$ cat config.mk
export PLATFORM = sky130hd
export DESIGN_NAME = ahb_line_fill_master
export DESIGN_NICKNAME = d
export VERILOG_FILES = /design/src/rtl/ahb_pkg.sv /design/src/rtl/line_assembler.sv /design/src/rtl/ahb_line_fill_master.sv
export SDC_FILE = /design/constraint.sdc
export NUM_CORES = 1
export LEC_CHECK = 0
export CORE_ASPECT_RATIO = 0.75
export CORE_UTILIZATION = 49
export DETAILED_ROUTE_END_ITERATION = 10
export GPL_TIMING_DRIVEN = 1
export PLACE_DENSITY = 0.88
export SLEW_MARGIN = 20
export SYNTH_ARGS = -nofsm -noshare
export SYNTH_HDL_FRONTEND = slang
export SYNTH_SLANG_ARGS = --single-unit
export TNS_END_PERCENT = 1
$ cat constraint.sdc
create_clock -name clk -period 5.97 [get_ports clk]
set_input_delay 0.597 -clock clk [delete_from_list [all_inputs] [get_ports clk]]
set_output_delay 0.597 -clock clk [all_outputs]
set_load 0.02 [all_outputs]
$ cat src/rtl/ahb_pkg.sv
// AHB-Lite definitions shared by the I-cache line-fill master.
// Holds the HTRANS encoding, the fixed control constants driven for every
// instruction fetch, and the fill FSM state type.
package ahb_pkg;

    typedef enum logic [1:0] {
        HTRANS_IDLE   = 2'b00,
        HTRANS_BUSY   = 2'b01,
        HTRANS_NONSEQ = 2'b10,
        HTRANS_SEQ    = 2'b11
    } htrans_t;

    localparam logic [2:0] HSIZE_WORD   = 3'b010;
    localparam logic [2:0] HBURST_INCR4 = 3'b011;
    localparam logic [3:0] HPROT_IFETCH = 4'b0010;

    typedef enum logic [1:0] {
        ST_IDLE,
        ST_BURST,
        ST_DONE,
        ST_ERR
    } fill_state_t;

endpackage

$ cat src/rtl/line_assembler.sv
// Collects 32-bit AHB read beats into one cache line.
// Ports:
//   clk, rst  - clock, synchronous active-high reset (clears line and counter)
//   clear     - rewind the beat counter at the start of a fill
//   capture   - write word into the slot selected by the beat counter
//   word      - incoming beat (hrdata)
//   line      - assembled line
//   done      - high in the cycle the last beat is captured
module line_assembler #(
    parameter int CACHE_LINE = 128,
    parameter int BEATS      = CACHE_LINE / 32
) (
    input  logic                  clk,
    input  logic                  rst,
    input  logic                  clear,
    input  logic                  capture,
    input  logic [31:0]           word,
    output logic [CACHE_LINE-1:0] line,
    output logic                  done
);
    localparam int IDXW = $clog2(BEATS);

    logic [IDXW-1:0] beat_idx;

    // clear only rewinds the counter: the previous line stays visible to the
    // cache until the first beat of the next fill overwrites slot 0.
    always_ff @(posedge clk) begin
        if (rst) begin
            line     <= '0;
            beat_idx <= '0;
        end else if (clear) begin
            beat_idx <= '0;
        end else if (capture) begin
            for (int i = 0; i < BEATS; i++) begin
                if (beat_idx == IDXW'(i)) begin
                    line[32*i +: 32] <= word;
                end
            end
            beat_idx <= beat_idx + IDXW'(1);
        end
    end

    assign done = capture && (beat_idx == IDXW'(BEATS - 1));

endmodule

$ cat src/rtl/ahb_line_fill_master.sv
// I-cache line-fill responder: fetches one line as an AHB-Lite INCR4 read
// burst and hands it back to the cache with a one-cycle mem_ready pulse.
// Ports:
//   clk, rst            - clock, synchronous active-high reset
//   mem_req, mem_addr   - fill request (level) and miss address from the cache
//   mem_data_out        - assembled line
//   mem_ready, mem_err  - completion pulse and bus-error flag
//   haddr..hprot        - AHB address/control (registered)
//   hrdata, hready, hresp - AHB read data and response
//
// state    | meaning
// ---------+-----------------------------------------------------------
// ST_IDLE  | no fill in flight, sampling mem_req
// ST_BURST | INCR4 in progress (address and data phases overlapping)
// ST_DONE  | mem_ready pulse cycle
// ST_ERR   | first ERROR cycle seen, waiting for the second (hready=1)
module ahb_line_fill_master
    import ahb_pkg::*;
#(
    parameter int CACHE_LINE = 128,
    parameter int ADDR_W     = 32
) (
    input  logic                  clk,
    input  logic                  rst,
    input  logic                  mem_req,
    input  logic [ADDR_W-1:0]     mem_addr,
    output logic [CACHE_LINE-1:0] mem_data_out,
    output logic                  mem_ready,
    output logic                  mem_err,
    output logic [ADDR_W-1:0]     haddr,
    output logic [1:0]            htrans,
    output logic                  hwrite,
    output logic [2:0]            hsize,
    output logic [2:0]            hburst,
    output logic [3:0]            hprot,
    input  logic [31:0]           hrdata,
    input  logic                  hready,
    input  logic                  hresp
);
    localparam int BEATS = CACHE_LINE / 32;

    fill_state_t state;
    htrans_t     trans_q;
    logic [2:0]  addr_cnt;      // addresses accepted in this burst, 0..4
    logic        asm_clear;
    logic        asm_capture;
    logic        asm_done;
    logic        addr_lsb_unused;

    // Once the NONSEQ has been accepted, every BURST cycle carries a data phase.
    assign asm_clear   = (state == ST_IDLE) && mem_req;
    assign asm_capture = (state == ST_BURST) && (addr_cnt != 3'd0) && hready && !hresp;

    always_ff @(posedge clk) begin
        if (rst) begin
            state     <= ST_IDLE;
            trans_q   <= HTRANS_IDLE;
            haddr     <= '0;
            addr_cnt  <= '0;
            mem_ready <= 1'b0;
            mem_err   <= 1'b0;
        end else begin
            mem_ready <= 1'b0;
            mem_err   <= 1'b0;
            case (state)
                ST_IDLE: begin
                    if (mem_req) begin
                        state    <= ST_BURST;
                        trans_q  <= HTRANS_NONSEQ;
                        haddr    <= {mem_addr[ADDR_W-1:4], 4'b0000};
                        addr_cnt <= '0;
                    end
                end
                ST_BURST: begin
                    if ((addr_cnt != 3'd0) && hresp) begin
                        // ERROR cancels the rest of the burst straight away.
                        trans_q <= HTRANS_IDLE;
                        if (hready) begin
                            state     <= mem_req ? ST_DONE : ST_IDLE;
                            mem_ready <= mem_req;
                            mem_err   <= mem_req;
                        end else begin
                            state <= ST_ERR;
                        end
                    end else if (hready) begin
                        if (addr_cnt != 3'd4) begin
                            addr_cnt <= addr_cnt + 3'd1;
                            if (addr_cnt == 3'd3) begin
                                trans_q <= HTRANS_IDLE;
                            end else begin
                                trans_q <= HTRANS_SEQ;
                                haddr   <= haddr + ADDR_W'(4);
                            end
                        end
                        // A withdrawn request still runs the burst out but
                        // gets no completion pulse.
                        if (asm_done) begin
                            state     <= mem_req ? ST_DONE : ST_IDLE;
                            mem_ready <= mem_req;
                        end
                    end
                end
                ST_ERR: begin
                    if (hready) begin
                        state     <= mem_req ? ST_DONE : ST_IDLE;
                        mem_ready <= mem_req;
                        mem_err   <= mem_req;
                    end
                end
                ST_DONE: begin
                    state <= ST_IDLE;
                end
                default: begin
                    state <= ST_IDLE;
                end
            endcase
        end
    end

    line_assembler #(
        .CACHE_LINE (CACHE_LINE),
        .BEATS      (BEATS)
    ) u_line_assembler (
        .clk     (clk),
        .rst     (rst),
        .clear   (asm_clear),
        .capture (asm_capture),
        .word    (hrdata),
        .line    (mem_data_out),
        .done    (asm_done)
    );

    assign htrans = trans_q;
    assign hwrite = 1'b0;
    assign hsize  = HSIZE_WORD;
    assign hburst = HBURST_INCR4;
    assign hprot  = HPROT_IFETCH;

    // Line-offset bits are meaningless for a line-aligned fill.
    assign addr_lsb_unused = ^mem_addr[3:0];

endmodule

==> results of run 1 <==
-- final timing paths --
kind              depth (start not counted)  slack, ns                         to                 startpoint
setup / recovery                          7       2.87                  haddr[30]                addr_cnt[0]
hold / removal                            2       0.45  u_line_assembler.line[30]  u_line_assembler.line[30]
setup reg to reg                          7       2.87                  haddr[30]                addr_cnt[0]
hold reg to reg                           2       0.45  u_line_assembler.line[30]  u_line_assembler.line[30]
-- final cells by class --
class	instances	area, um^2
flip-flops and latches	169	3380
multi-input cells	675	3390
repair buffers	238	2350
clock buffers	17	425
clock inverters	15	178
inverters	10	37.5
well taps	195	244
fillers	1071	3930
-- cells in the mapped netlist, types with 8 or more instances --
| cell type | n | area share, % |
|---|---|---|
| a21oi_1 | 158 | 11 |
| nand2_1 | 291 | 15 |
| buf_4 | 14 | 1.5 |
| dfxtp_1 | 169 | 48 |
| ha_1 | 8 | 1.4 |
| inv_1 | 10 | 0.53 |
| nand4_1 | 8 | 0.70 |
| o21ai_0 | 16 | 1.1 |
| nand3_1 | 22 | 1.6 |
| clkbuf_1 | 59 | 3.1 |
| nor3_1 | 17 | 1.2 |
| nor2_1 | 28 | 1.5 |
| and3_1 | 11 | 0.97 |
-- metal layers --
layer	routed length [um]	up-vias	global-route usage [%]	part of all wire [%]
li1	-	3495	-	-
met1	9280	3422	37.2	42
met2	10200	345	47.3	46
met3	1840	49	7.48	8.4
met4	625	0	12.5	2.9
met5	0	-	0	0
-- flip-flops by register name, indices dropped and copies added (netlist names) --
name / flops
u_line_assembler.line: 128
haddr: 30
addr_cnt: 3
htrans: 2
state: 2
u_line_assembler.beat_idx: 2
mem_err: 1
mem_ready: 1
-- cells in the final DEF (no fill, tap or decap), types with 4 or more instances in the layout --
| master | synthesis | final |
|---|---|---|
| nand2_1 | 291 | 291 |
| clkdlybuf4s50_1 | 0 | 225 |
| dfxtp_1 | 169 | 169 |
| a21oi_1 | 158 | 158 |
| nor2_1 | 28 | 28 |
| nand3_1 | 22 | 22 |
| nor3_1 | 17 | 17 |
| clkbuf_16 | 0 | 17 |
| o21ai_0 | 16 | 16 |
| conb_1 | 2 | 13 |
| buf_4 | 14 | 13 |
| and3_1 | 11 | 11 |
| inv_1 | 10 | 10 |
| nand4_1 | 8 | 8 |
| ha_1 | 8 | 8 |
| and2_1 | 6 | 6 |
| or4_1 | 6 | 6 |
| a31oi_1 | 6 | 6 |
| clkinv_8 | 0 | 6 |
| nand2b_1 | 6 | 5 |
| a211oi_1 | 5 | 5 |
| mux2i_1 | 5 | 5 |
| nor4_1 | 5 | 5 |
| a21boi_0 | 4 | 4 |
| a32o_1 | 4 | 4 |
| a21o_1 | 4 | 4 |
| inv_6 | 0 | 4 |
-- cell families after synthesis --
family                     share of synthesized area [%]
DFF                                                 47.6
xor gates and xnor gates                           0.123
other                                              0.106
buffers and inverters                               5.32
muxes                                              0.705
AOI/OAI and AO/OA                                   18.1
adders and majority gates                           1.41
and+or+nand+nor                                     26.6
-- stage by stage --
step                worst slack, ns  hold slack [ns]  power (mW)  utilization (%)
floorplan                      3.72            0.463        1.35                -
global placement               2.72            0.440        1.47             67.5
detailed placement             2.66            0.445        1.47             67.5
CTS                            2.97            0.455        2.56             71.8
global route                   2.65            0.472        2.63             71.8
finish                         2.87            0.452        2.55             71.8
-- worst max-delay path, cell delays in order, from the launching register on --
cell and delay, ns:
dfxtp_1 0.40, inv_1 0.06, ha_1 0.25, and3_1 0.22, nor3_1 0.64, nand2_1 0.72
o31a_2 0.54, nor4_1 0.17
-- power groups by stage --
| stage | clock network [mW] | logic [mW] | registers (mW) |
|---|---|---|---|
| 2_1_floorplan | 0 | 0.124 | 1.23 |
| 3_3_place_gp | 0 | 0.261 | 1.21 |
| 3_5_place_dp | 0 | 0.264 | 1.21 |
| 4_1_cts | 1.11 | 0.265 | 1.18 |
| 5_1_grt | 1.16 | 0.287 | 1.19 |
| 6_report | 1.09 | 0.268 | 1.18 |
==> impl_results.md, run 1 <==
* Status: completed
* Crit path kind: register to register
* Detailed Place HPWL at 14.6 mm
* Crit-path max FO at 24
* Iteration-0 DRC count of the detailed router at 672
* Placement Rows at 37
* Seq pwr share at 46.5%
* Fin cells at between 1000 and 1500
* Drt wl/cell at 16.6 um
* Comb power frac at around a tenth
* Worst vdd ir at 0.000186 V
* Final instance area at 10000 um^2
* Syn_area_per_cell at 7.73 um^2
* Placed Area at 9400 um^2
* Final Setup Violations at 0
* Synth Register Bits at 169
* Via count at 7311
* Routability cong. at 0.895
* Largest net degree at the start of global routing at 105
* Worst-case clock buffer depth at 2
* Synthesized area at just over 7000 um^2
* Warnings, synthesis at 0
* RSZ-0062 raised after global routing: no
* Gr ovfl total at 0
* Drt pass-1 iters at 5
* Final antenna-violating net count at 0
* # DRC at 0
* Number of instances in the placed design at 1287
* Port-buffer cells at 226
* Internal at around 1.8 mW
* Post-CTS Setup Bufs at 0
* Maximum clock frequency at 322 MHz
* Synth Instances at 919
* Area Overhead vs Synth at 40.8%
* Die H at 106 um
* Count of pins over their slew limit at 0
* Sequential area share after synthesis at between 40% and 50%
* Leakage at 3.40 nW
* CTS Buf Count at 17
* Tmin final at 3.10 ns
* Nets at between 1000 and 1500
* Setup Skew at 0.0173 ns
* Worst Hold Class: register to register
* Post-synth top flop: dfxtp_1
* Initial antenna violation count at 0
* Max_cap viols at 0
* Pwr dens at about 250 nW/um^2
* Critical Path End Type: register
* Hold Fails Final Rpt at 0
* Clk pwr share at 43.0%
* Share of layout cells above drive strength 1 at 5.34%
* Startpoint Class: register
* CTS H-Tree Depth at 4
* Final WL at 21.9 mm
* Core area at 13900 um^2
* DR vias/cell at 5.54
* Data required, critical path at 6.29 ns
* Count of flip-flops with a built-in enable after synthesis at 0
* Final Cycle Share at between 50% and 60%
* P_sw at between 0.7 and 0.8 mW
* Clk Tree Root Cell: clkbuf_16
* Worst Tran Pin Value at 1.05 ns
* Asr flop ratio synth at 0%
* Setup TNS Final at 0 ns
* Initial core utilization at 51.0%
* Resize count post-CTS at 0
* Gr usage total at 29.3%
* Die width at 141 um
* Crit path arrival time at 3.42 ns
* CTS tree: yes
* CTS Hold Bufs at 0
* Total Die Area at 15000 um^2
* Clock Sinks at 169
* Diodes inserted at 0
* Switching share of power at 28.0%
* Ports at 244
* Clk slew on worst S/H paths at around 0.07 ns
* Slew margin rel. at ~30%
* First-pass GRT wire length at 34.5 mm
* Clock network latency to the later pin of the worst-skew pair at 0.42 ns
* Number of different library cells in the post-synthesis netlist at 64
* Vias in the first global route at 6795
Note: power is estimated with default switching activity, not from simulation.
==> inputs of run 2 (changes only) <==
--- a/config.mk
+++ b/config.mk
@@ -6,10 +6,10 @@
 export NUM_CORES = 1
 export LEC_CHECK = 0
 export CORE_ASPECT_RATIO = 0.75
-export CORE_UTILIZATION = 49
+export CORE_UTILIZATION = 46
 export DETAILED_ROUTE_END_ITERATION = 10
 export GPL_TIMING_DRIVEN = 1
-export PLACE_DENSITY = 0.88
+export PLACE_DENSITY = 0.83
 export SLEW_MARGIN = 20
 export SYNTH_ARGS = -nofsm -noshare
 export SYNTH_HDL_FRONTEND = slang
==> constraint.sdc (replaced) <==
create_clock -name clk -period 3.05 [get_ports clk]
set_input_delay 0.305 -clock clk [delete_from_list [all_inputs] [get_ports clk]]
set_output_delay 0.305 -clock clk [all_outputs]
set_load 0.02 [all_outputs]
==> impl_results.md, run 2 (synthesis results as in run 1) <==
* Pwr dens at 490 nW/um^2 (was 255 nW/um^2)
* Routed length on met3 at 1.85 mm (was 1.84 mm)
* Commonest cells after routing, fill and taps aside: 291 x nand2_1, 225 x clkdlybuf4s50_1, 169 x dfxtp_1, 158 x a21oi_1, 28 x nor2_1 (unchanged)
* Worst vdd ir at 0.000371 V (was 0.000186 V)
* Total Power at 4.93 mW (was 2.55 mW)
* Status: completed (unchanged)
* Leakage at 3.43 nW (was 3.40 nW)
* Final antenna-violating net count at 0 (unchanged)
* P_sw at 1.36 mW (was 0.713 mW)
* Hold path cells at 2 (unchanged)
* Nets at 1195 (was 1188)
* Top reg by flops: u_line_assembler.line (unchanged)
* Setup Skew at 0.0162 ns (was 0.0173 ns)
* Comb power frac at 10.8% (was 10.5%)
* Slew margin rel. at 44.5% (was 29.3%)
* Metal2 WL at 10.3 mm (was 10.2 mm)
* Worst reg2reg path endpoint: haddr[30] (unchanged)
* RSZ-0062 raised after global routing: no (unchanged)
* Die H at 110 um (was 106 um)
* Share of layout cells above drive strength 1 at 5.84% (was 5.34%)
* Placement Rows at 38 (was 37)
* Drt pass-1 iters at 4 (was 5)
* Clock network latency to the later pin of the worst-skew pair at 0.42 ns (about the same)
* # DRC at 0 (unchanged)
* Final WL at 22.1 mm (was 21.9 mm)
* Max FFs per register at 128 (unchanged)
* Worst Hold Class: primary input to register (was register to register)
* Largest net degree at the start of global routing at 110 (was 105)
* R2r startpoint: addr_cnt[0] (unchanged)
* Maximum clock frequency at 407 MHz (was 322 MHz)
* Routability cong. at 0.878 (was 0.895)
* Total Die Area at 15900 um^2 (was 15000 um^2)
* Post-CTS Setup Bufs at 0 (unchanged)
* Worst Tran Pin Value at 0.833 ns (was 1.05 ns)
* Post-route setup slack at 0.592 ns (was 2.87 ns)
* Seq pwr share at 47.0% (was 46.5%)
* Resize count post-CTS at 0 (unchanged)
* Port-buffer cells at 226 (unchanged)
* Initial antenna violation count at 0 (unchanged)
* Initial core utilization at 48.0% (was 51.0%)
* Internal at 3.58 mW (was 1.83 mW)
* Diodes inserted at 0 (unchanged)
* Hold path start: rst (was u_line_assembler.line[30])
* Commonest non-fill, non-tap cell in the layout: nand2_1 (unchanged)
* Worst R2R Setup Slack at 0.59 ns (was 2.87 ns)
* Via count at 7240 (was 7311)
* DR vias/cell at 5.44 (was 5.54)
* Ports at 244 (unchanged)
* Crit path kind: register to register (unchanged)
* CTS H-Tree Depth at 4 (unchanged)
* Die width at 145 um (was 141 um)
* Switching share of power at 27.5% (was 28.0%)
* Vias in the first global route at 6622 (was 6795)
* Detailed Place HPWL at 14.9 mm (was 14.6 mm)
* Clk Tree Root Cell: clkbuf_16 (unchanged)
* Crit-path max FO at 24 (unchanged)
* Tmin final at 2.46 ns (was 3.10 ns)
* DP Worst Slack at 0.577 ns (was 2.66 ns)
* Iteration-0 DRC count of the detailed router at 585 (was 672)
* Gr ovfl total at 0 (unchanged)
* R2r worst-path depth at 8 (was 7)
* Final Setup Violations at 0 (unchanged)
* Worst-case clock buffer depth at 2 (unchanged)
* Count of pins over their slew limit at 0 (unchanged)
* CTS tree: yes (unchanged)
* Metal-1 WL at 9.50 mm (was 9.28 mm)
* Startpoint Class: register (unchanged)
* CTS Buf Count at 17 (unchanged)
* Top Registers: u_line_assembler.line: 128 flops, haddr: 30 flops, addr_cnt: 3 flops (unchanged)
* Drt wl/cell at 16.6 um (about the same)
* Highest routed layer: met4 (unchanged)
* Worst Hold End: haddr[7] (was u_line_assembler.line[30])
* First-pass GRT wire length at 34.5 mm (about the same)
* Hold Fails Final Rpt at 0 (unchanged)
* Crit path arrival time at 2.77 ns (was 3.42 ns)
* Setup TNS Final at 0 ns (unchanged)
* Max_cap viols at 0 (unchanged)
* Critical Path End Type: register (unchanged)
* Clock Sinks at 169 (unchanged)
* Core area at 14800 um^2 (was 13900 um^2)
* CTS Hold Bufs at 0 (unchanged)
* Final Cycle Share at 80.6% (was 52.0%)
* Clk slew on worst S/H paths at 0.08 ns (was 0.07 ns)
* Data required, critical path at 3.36 ns (was 6.29 ns)
* Area Overhead vs Synth at 41.7% (was 40.8%)
* Clk pwr share at 42.2% (was 43.0%)
* Gr usage total at 27.4% (was 29.3%)
* Final hold slack at 0.405 ns (was 0.452 ns)
[run 2: power by group through the flow]
stage	Combinational [mW]	Sequential, mW	Clock [mW]
3_3_place_gp	0.521	2.36	0
6_report	0.535	2.32	2.08
2_1_floorplan	0.243	2.40	0
3_5_place_dp	0.528	2.36	0
5_1_grt	0.574	2.32	2.23
4_1_cts	0.531	2.31	2.12
[run 2: routing by layer]
| layer | track usage [%] | vias up |
|---|---|---|
| met3 | 7.80 | 41 |
| li1 | - | 3516 |
| met5 | 0 | - |
| met2 | 43.8 | 276 |
| met1 | 35.7 | 3407 |
| met4 | 10.1 | 0 |
[run 2: final cells by class]
cell class,count,area [um^2]
Fill cell,1188,4720
Multi-Input combinational cell,675,3390
Sequential cell,169,3380
Timing Repair Buffer,245,2430
Clock buffer,17,425
Tap cell,200,250
Clock inverter,14,149
Inverter,10,37.5
[run 2: stage by stage]
step	util (%)	instances	instance area [um^2]
global placement	64.1	1299	9480
detailed placement	64.1	1299	9480
CTS	68.0	1330	10100
floorplan	-	930	7140
global route	68.0	1330	10100
finish	68.0	1330	10100
[run 2: how the worst max path moves through the flow]
stage,to,depth (start not counted),from
after floorplan,haddr[28],6,haddr[2]
after global routing,haddr[30],8,addr_cnt[0]
after CTS,haddr[30],8,addr_cnt[0]
final,haddr[30],8,addr_cnt[0]
after global placement,haddr[26],7,hready
after detailed placement,haddr[26],7,hready
[run 2: critical path, stage by stage (launching register included)]
cell and delay, ns:
dfxtp_1 0.34, inv_1 0.07, ha_1 0.26, nor2b_1 0.28
a2bb2oi_1 0.51, nand2_1 0.10, buf_4 0.24, o31a_2 0.36
nor4_1 0.18
==> inputs of run 3 (changes only) <==
--- a/config.mk
+++ b/config.mk
@@ -6,10 +6,10 @@
 export NUM_CORES = 1
 export LEC_CHECK = 0
 export CORE_ASPECT_RATIO = 0.75
-export CORE_UTILIZATION = 46
+export CORE_UTILIZATION = 41
 export DETAILED_ROUTE_END_ITERATION = 10
 export GPL_TIMING_DRIVEN = 1
-export PLACE_DENSITY = 0.83
+export PLACE_DENSITY = 0.78
 export SLEW_MARGIN = 20
 export SYNTH_ARGS = -nofsm -noshare
 export SYNTH_HDL_FRONTEND = slang
==> constraint.sdc (replaced) <==
create_clock -name clk -period 2 [get_ports clk]
set_input_delay 0.2 -clock clk [delete_from_list [all_inputs] [get_ports clk]]
set_output_delay 0.2 -clock clk [all_outputs]
set_load 0.02 [all_outputs]
==> impl_results.md, run 3 (synthesis results as in run 1) <==
* Status: completed (unchanged)
* Startpoint Class: register (unchanged)
* # DRC at 0 (unchanged)
* Commonest cells after routing, fill and taps aside: 289 x nand2_1, 225 x clkdlybuf4s50_1, 164 x dfxtp_1, 158 x a21oi_1, 48 x buf_4 (was 291 x nand2_1, 225 x clkdlybuf4s50_1, 169 x dfxtp_1, 158 x a21oi_1, 28 x nor2_1)
* Routability cong. at 0.927 (was 0.878)
* Placement Rows at 41 (was 38)
* Ports at 244 (unchanged)
* Via count at 7434 (was 7240)
* Clk Tree Root Cell: clkbuf_16 (unchanged)
* Top Registers: u_line_assembler.line: 128 flops, haddr: 30 flops, addr_cnt: 3 flops (unchanged)
* Share of layout cells above drive strength 1 at 11.3% (was 5.84%)
* Die H at 116 um (was 110 um)
* GRT busiest layer: met2 (unchanged)
* Internal at 5.64 mW (was 3.58 mW)
* Gr ovfl total at 0 (unchanged)
* Seq pwr share at 45.6% (was 47.0%)
* Worst Hold Class: primary input to register (unchanged)
* Setup Skew at 0.0107 ns (was 0.0162 ns)
* Switching share of power at 26.8% (was 27.5%)
* Count of pins over their slew limit at 0 (unchanged)
* Total Die Area at 17900 um^2 (was 15900 um^2)
* Critical Path End Type: register (unchanged)
* Total Power at 7.71 mW (was 4.93 mW)
* Core area at 16900 um^2 (was 14800 um^2)
* Initial core utilization at 42.1% (was 48.0%)
* DR vias/cell at 5.36 (was 5.44)
* Vias in the first global route at 6677 (was 6622)
* Crit path kind: register to register (unchanged)
* Data required, critical path at 2.36 ns (was 3.36 ns)
* Met1 GRT Util at 33.0% (was 35.7%)
* Hold Fails Final Rpt at 0 (unchanged)
* Nets at 1237 (was 1195)
* Clk pwr share at 41.5% (was 42.2%)
* Drt pass-1 iters at 7 (was 4)
* Gr usage total at 25.3% (was 27.4%)
* Top reg by flops: u_line_assembler.line (unchanged)
* Detailed Place HPWL at 15.6 mm (was 14.9 mm)
* Diodes inserted at 0 (unchanged)
* Commonest non-fill, non-tap cell in the layout: nand2_1 (unchanged)
* Final WL at 23.1 mm (was 22.1 mm)
* Worst vdd ir at 0.000571 V (was 0.000371 V)
* Die width at 154 um (was 145 um)
* Clock Sinks at 169 (unchanged)
* Tmin final at 2.00 ns (was 2.46 ns)
* Drt wl/cell at 16.6 um (about the same)
* CTS tree: yes (unchanged)
* Fillers at 1394 (was 1188)
* CTS H-Tree Depth at 4 (unchanged)
* Crit-path slowest cell: or4_4 (was a2bb2oi_1)
* Max_cap viols at 0 (unchanged)
* Slowest stage delay, CP at 0.52 ns (was 0.51 ns)
* CTS Buf Count at 17 (unchanged)
* Final Setup Violations at 0 (unchanged)
* First-pass GRT wire length at 35.4 mm (was 34.5 mm)
* CP Cell Sequence: ha_4 > nand4_2 > buf_4 > nor4_4 > nand4_4 > or4_4 > o211ai_2 (was inv_1 > ha_1 > nor2b_1 > a2bb2oi_1 > nand2_1 > buf_4 > o31a_2 > nor4_1)
* Final instance area at 10700 um^2 (was 10100 um^2)
* Max FFs per register at 128 (unchanged)
* Clk slew on worst S/H paths at 0.07 ns (was 0.08 ns)
* Pwr dens at 723 nW/um^2 (was 490 nW/um^2)
* Slew margin rel. at 64.0% (was 44.5%)
* RSZ-0062 raised after global routing: yes (was no)
* Setup TNS Final at 0 ns (unchanged)
* Placed Area at 9920 um^2 (was 9480 um^2)
* Area Overhead vs Synth at 50.0% (was 41.7%)
* M3 GR Usage at 8.86% (was 7.80%)
* Final Cycle Share at 99.9% (was 80.6%)
* Maximum clock frequency at 500 MHz (was 407 MHz)
* Clock network latency to the later pin of the worst-skew pair at 0.43 ns (was 0.42 ns)
* GR Util met2 at 38.1% (was 43.8%)
* P_sw at 2.06 mW (was 1.36 mW)
* Worst Tran Pin Value at 0.540 ns (was 0.833 ns)
* Crit path arrival time at 2.36 ns (was 2.77 ns)
* Initial antenna violation count at 0 (unchanged)
* Final antenna-violating net count at 0 (unchanged)
* Leakage at 3.73 nW (was 3.43 nW)
* Port-buffer cells at 226 (unchanged)
* Largest net degree at the start of global routing at 62 (was 110)
* Worst-case clock buffer depth at 2 (unchanged)
* Iteration-0 DRC count of the detailed router at 565 (was 585)
* Crit-path max FO at 5 (was 24)
* Comb power frac at 12.9% (was 10.8%)
-- run 3: cell types whose count changed in the layout (fill, tap and decap cells not counted), moves of 3 or more --
cell	before	now
clkinv_4	4	1
buf_4	17	48
buf_12	2	11
ha_1	8	4
dfxtp_1	169	164
dfxtp_2	0	4
inv_8	5	2
-- run 3: worst paths after layout --
kind	startpoint	endpoint	slack [ns]	depth (start not counted)
setup / recovery	haddr[2]	haddr[28]	0.001	7
hold / removal	rst	haddr[22]	0.16	2
setup reg to reg	haddr[2]	haddr[28]	0.001	7
hold reg to reg	u_line_assembler.line[123]	u_line_assembler.line[123]	0.45	2
-- run 3: critical path, delay by kind of cell (launching register included) --
kind / cells / cell delay (ns)
compound gates: 1 / 0.08
fa+ha+maj: 1 / 0.15
flops: 1 / 0.36
simple gates: 4 / 1.17
buf+inv: 1 / 0.17
-- run 3: timing repair --
action / in CTS / in global routing
endpoints found under the hold margin: 0 / 0
hold buffers: 0 / 0
setup endpoints to repair: 17 / 31
gates resized for setup: 12 / 18
buffers inserted: 1 / 2
pin swaps: 7 / 9
cloned: 1 / 0
-- run 3: layer usage --
| metal | up-vias | wire [um] |
|---|---|---|
| li1 | 3599 | - |
| met1 | 3459 | 10000 |
| met2 | 334 | 10300 |
| met3 | 42 | 2220 |
| met4 | 0 | 567 |
| met5 | - | 0 |
-- run 3: final cells by class --
type	instances	area (um^2)	share of cell area [%]
inverter	10	37.5	0.352
multi-input combinational	675	3510	32.9
clock inverter	14	135	1.27
clock buffer	17	425	3.99
sequential	169	3390	31.8
tap	215	269	2.52
timing repair buffer	287	2890	27.1
-- run 3: through the flow --
stage	setup slack [ns]	instances	util, %	hold slack, ns
CTS	-0.0251	1385	62.6	0.131
finish	0.00125	1387	63.1	0.158
global placement	-0.0345	1352	58.8	0.440
global route	-0.0989	1387	63.1	0.144
floorplan	-0.0266	930	-	0.336
detailed placement	-0.201	1352	58.8	0.446
-- run 3: power by group through the flow --
stage                     logic (mW)  registers, mW  clock network [mW]
after floorplan                0.371           3.66                   0
after global placement         0.914           3.58                   0
after detailed placement       0.923           3.58                   0
after CTS                      0.959           3.51                3.25
after global routing            1.06           3.52                3.38
final                          0.996           3.51                3.20
